### src/rtl/psi_index_emitter.sv
// Scans a captured PSI intersection bit-vector from bit 0 upward and streams the
// index of every set bit over valid/ready, then reports the cardinality with a done pulse.
module psi_index_emitter #(
    parameter int W     = 10,
    parameter int IDX_W = 4,
    parameter int CNT_W = 4
) (
    input  logic             clk,
    input  logic             rst,
    input  logic             start,
    input  logic [W-1:0]     vec,
    output logic             busy,
    output logic [IDX_W-1:0] idx,
    output logic             idx_valid,
    input  logic             idx_ready,
    output logic [CNT_W-1:0] count,
    output logic             done
);

    typedef enum logic [1:0] {
        IDLE = 2'd0,
        SCAN = 2'd1,
        EMIT = 2'd2
    } state_t;

    state_t             state_reg, state_next;
    logic [W-1:0]       shadow_reg, shadow_next;
    logic [IDX_W-1:0]   ptr_reg, ptr_next;
    logic [IDX_W-1:0]   idx_reg, idx_next;
    logic               idx_valid_reg, idx_valid_next;
    logic [CNT_W-1:0]   count_reg, count_next;
    logic               done_reg, done_next;
    logic               last_bit;

    assign last_bit = (ptr_reg == IDX_W'(W - 1));

    always_ff @(posedge clk) begin
        if (rst) begin
            state_reg     <= IDLE;
            shadow_reg    <= '0;
            ptr_reg       <= '0;
            idx_reg       <= '0;
            idx_valid_reg <= 1'b0;
            count_reg     <= '0;
            done_reg      <= 1'b0;
        end else begin
            state_reg     <= state_next;
            shadow_reg    <= shadow_next;
            ptr_reg       <= ptr_next;
            idx_reg       <= idx_next;
            idx_valid_reg <= idx_valid_next;
            count_reg     <= count_next;
            done_reg      <= done_next;
        end
    end

    always_comb begin
        state_next     = state_reg;
        shadow_next    = shadow_reg;
        ptr_next       = ptr_reg;
        idx_next       = idx_reg;
        idx_valid_next = idx_valid_reg;
        count_next     = count_reg;
        done_next      = 1'b0;

        case (state_reg)
            IDLE: begin
                if (start) begin
                    shadow_next = vec;
                    ptr_next    = '0;
                    count_next  = '0;
                    state_next  = SCAN;
                end
            end
            SCAN: begin
                if (shadow_reg[ptr_reg]) begin
                    idx_next       = ptr_reg;
                    idx_valid_next = 1'b1;
                    state_next     = EMIT;
                end else if (last_bit) begin
                    state_next = IDLE;
                    done_next  = 1'b1;
                end else begin
                    ptr_next = ptr_reg + IDX_W'(1);
                end
            end
            EMIT: begin
                // idx/idx_valid stay frozen until the consumer takes the index
                if (idx_valid_reg && idx_ready) begin
                    count_next     = count_reg + CNT_W'(1);
                    idx_valid_next = 1'b0;
                    if (last_bit) begin
                        state_next = IDLE;
                        done_next  = 1'b1;
                    end else begin
                        ptr_next   = ptr_reg + IDX_W'(1);
                        state_next = SCAN;
                    end
                end
            end
            default: begin
                state_next = IDLE;
            end
        endcase
    end

    assign busy      = (state_reg != IDLE);
    assign idx       = idx_reg;
    assign idx_valid = idx_valid_reg;
    assign count     = count_reg;
    assign done      = done_reg;

endmodule

### config.mk
export PLATFORM = sky130hd
export DESIGN_NAME = psi_index_emitter
export DESIGN_NICKNAME = d
export VERILOG_FILES = /design/src/rtl/psi_index_emitter.sv
export SDC_FILE = /design/constraint.sdc
export NUM_CORES = 1
export LEC_CHECK = 0
export ABC_AREA = 1
export BUFFER_PORTS_ARGS = -buffer_cell sky130_fd_sc_hd__buf_2
export CAP_MARGIN = 20
export CORE_AREA = 2 2 62 64
export CTS_CLUSTER_DIAMETER = 50
export DETAILED_ROUTE_END_ITERATION = 12
export DIE_AREA = 0 0 64 66
export HOLD_SLACK_MARGIN = 0.02
export PLACE_DENSITY = 0.58
export SLEW_MARGIN = 20
export SYNTH_ARGS = -nofsm -noshare
export SYNTH_HDL_FRONTEND = slang
export SYNTH_SLANG_ARGS = --single-unit
### constraint.sdc
create_clock -name clk -period 3.3 [get_ports clk]
set_input_delay 0.165 -clock clk [delete_from_list [all_inputs] [get_ports clk]]
set_output_delay 0.165 -clock clk [all_outputs]
set_load 0.005 [all_outputs]
==> flow_summary.yaml <==
route:
  drc_errors: 0
  dr.pass1.iters: 4
  vias: 1163
  wl_per_cell_um: 10.0
  viasPerCell: 4.63
  drt_iter0_drc: 37
  antenna_left: 0
  routed_wl_um: 2520
worst_setup_path:
  rr_startpoint: "ptr_reg[0]"
  r2r_end: "idx_valid"
  critPathLaunchType: "register"
  critPathRequiredTime_ns: 3.56
  crit_type: "register to register"
  worstPathArrival_ns: 2.02
  r2r_setup_slack_ns: 1.54
  reg2regPathDepth: 9
  critPathMaxFanout: 13
  critPathCaptureType: "register"
global_route:
  antenna_found_initial: 0
  overflow: 0
  grt_pass1_wl_um: 4460
  grt_max_degree: 20
  globalRouteTotalUtil: 0.133
  grt_pass1_vias: 1088
clock_network:
  clk_latency_ns: 0.32
  cts_tree: "built"
  clk_pin_slew_worst_paths_ns: 0.14
  h-tree-depth: 1
  clkSinkCount: 26
  root_buffer: "clkbuf_4"
  numCtsBuffers: 3
  postCtsSetupRepairBufs: 0
  postCtsHoldBufs: 0
  ctsResizeCount: 0
  clock_path_buffers: 2
final_layout:
  diodes: 0
  largest_reg_flops: 10
  drive_gt1_frac: 0.192
  layout.nets: 225
  final_util: 0.420
  syn2layout_area_growth_pct: 13.2
sta:
  min_period_ns: 1.76
  fin_crit_sh: 0.533
  finalMaxSlewViolations: 0
  rsz0062_at_grt: "no"
  worst_slack_ns: 1.54
  finClkSkew_ns: 0.00383
  max_freq_mhz: 568
  setup_viol: 0
  finalSetupTns_ns: 0
  tightest_slew_ns: 0.547
  finalHoldViolations: 0
  slew-limit-headroom: 0.634
yosys:
  synth-seq-area-share: 0.395
  syn_avg_cell_area_um2: 7.23
  synth_seq_cells: 26
  synth_top_area_frac: 0.395
  synth.distinct_cells: 23
  syn-cell-area_um2: 1320
  synth.area.top_cells: "dfxtp_1 40%, nor2_1 8.6%, nand2_1 8.0%"
  yosys_warnings: 0
  yosys.area.top_type: "dfxtp_1"
  mappedNetlistNets: 203
  syn-instance-count: 182
placed_design:
  hpwlAfterDp_um: 1910
  place_ws_ns: 1.56
  place_congestion: 0.792
  io_buffer_count: 24
status:
  status: "finished clean"
pwr:
  power.density_nw_per_um2: 726
  fin_total_pwr_mw: 1.08
  ir_drop_mv: 0.273
  power.leakage_nw: 0.676
hold_path:
  hold_depth: 3
  holdCritPathClass: "primary input to register"
  hold_path_end: "shadow_reg[8]"
  hp-start: "vec[8]"
floorplanning:
  row_count: 22
  fp.dieW_um: 64
  core_area_um2: 3550
  die_area_um2: 4220
  start_util: 0.371
  die_h_um: 66
  io_pins: 25
run:
  maxCapViolations: 0
[cell type report]
| type | count | area, um^2 |
|---|---|---|
| inverters | 21 | 78.8 |
| flip-flops and latches | 26 | 520 |
| multi-input cells | 128 | 674 |
| repair buffers | 24 | 120 |
| clock buffers | 4 | 36.3 |
| well taps | 48 | 60.1 |
| fillers | 394 | 2060 |
[per-layer routing]
| layer | global-route usage | part of all wire | up-vias |
|---|---|---|---|
| met1 | 0.170 | 0.50 | 511 |
| met3 | 0.0375 | 0.052 | 2 |
| met5 | 0 | 0 | - |
| li1 | - | - | 628 |
| met4 | 0.0326 | 0.0083 | 0 |
| met2 | 0.219 | 0.44 | 22 |
[through the flow]
| stage | cell area (um^2) | hold WS [ns] | std cells |
|---|---|---|---|
| 2_1_floorplan | 1320 | 0.332 | 182 |
| 3_3_place_gp | 1450 | 0.421 | 247 |
| 3_5_place_dp | 1450 | 0.425 | 247 |
| 4_1_cts | 1490 | 0.0776 | 251 |
| 5_1_grt | 1490 | 0.0980 | 251 |
| 6_report | 1490 | 0.0850 | 251 |
[power breakdown]
| part | switching, mW | total, mW | internal, mW |
|---|---|---|---|
| sequential | 0.0527 | 0.435 | 0.382 |
| combinational | 0.308 | 0.488 | 0.180 |
| clock | 0.0910 | 0.158 | 0.0674 |
[critical path: stages, from the launching register on]
cell and delay (ns):
dfxtp_1 0.60, inv_1 0.17, nand2_1 0.09, nand3_1 0.06, nand3_1 0.11, nand3_2 0.10
nand2_2 0.07, nand2_2 0.14, or2_1 0.25, a21oi_1 0.12
[worst max path at each step]
stage	depth (start not counted)	end	start	slack (ns)
finish	9	idx_valid	ptr_reg[0]	1.54
global route	9	idx_valid	ptr_reg[0]	1.32
CTS	9	idx_valid	ptr_reg[0]	1.51
detailed placement	9	idx_valid	ptr_reg[0]	1.56
global placement	9	idx_valid	ptr_reg[0]	1.59
floorplan	10	count[3]	state_reg[0]	1.77
[Yosys cell counts, drive strengths merged]
library cell / n
o21ai: 17
buf: 3
or2: 2
inv: 21
ha: 7
clkbuf: 4
dfxtp: 26
nand3: 16
nor2: 32
nand2: 30
xor2: 2
a211oi: 1
xnor2: 1
nand4: 1
nor3: 1
o2111ai: 1
a21oi: 17
[kinds of logic after synthesis]
group | Yosys count | synth area share
simple gates | 82 | 0.279
xor+xnor | 3 | 0.0200
flops | 26 | 0.395
buf+inv | 28 | 0.0922
fa+ha+maj | 7 | 0.0665
compound gates | 36 | 0.146
[placed cells by master (no fill, tap or decap)]
cell type  instances
nor2_2             2
o2111ai_2          1
clkbuf_8           1
nor3_4             1
nor2_1            30
ha_1               7
or2_2              1
nand3_1           14
xnor2_1            1
nand3_2            2
o21ai_0           17
xor2_1             2
nand4_1            1
nand2_2            2
clkbuf_4           3
nand2_1           28
inv_2              2
a21oi_1           17
inv_1             19
buf_2             24
or2_1              1
a211oi_1           1
dfxtp_1           26
No activity file was read; power rests on OpenSTA's default activity.
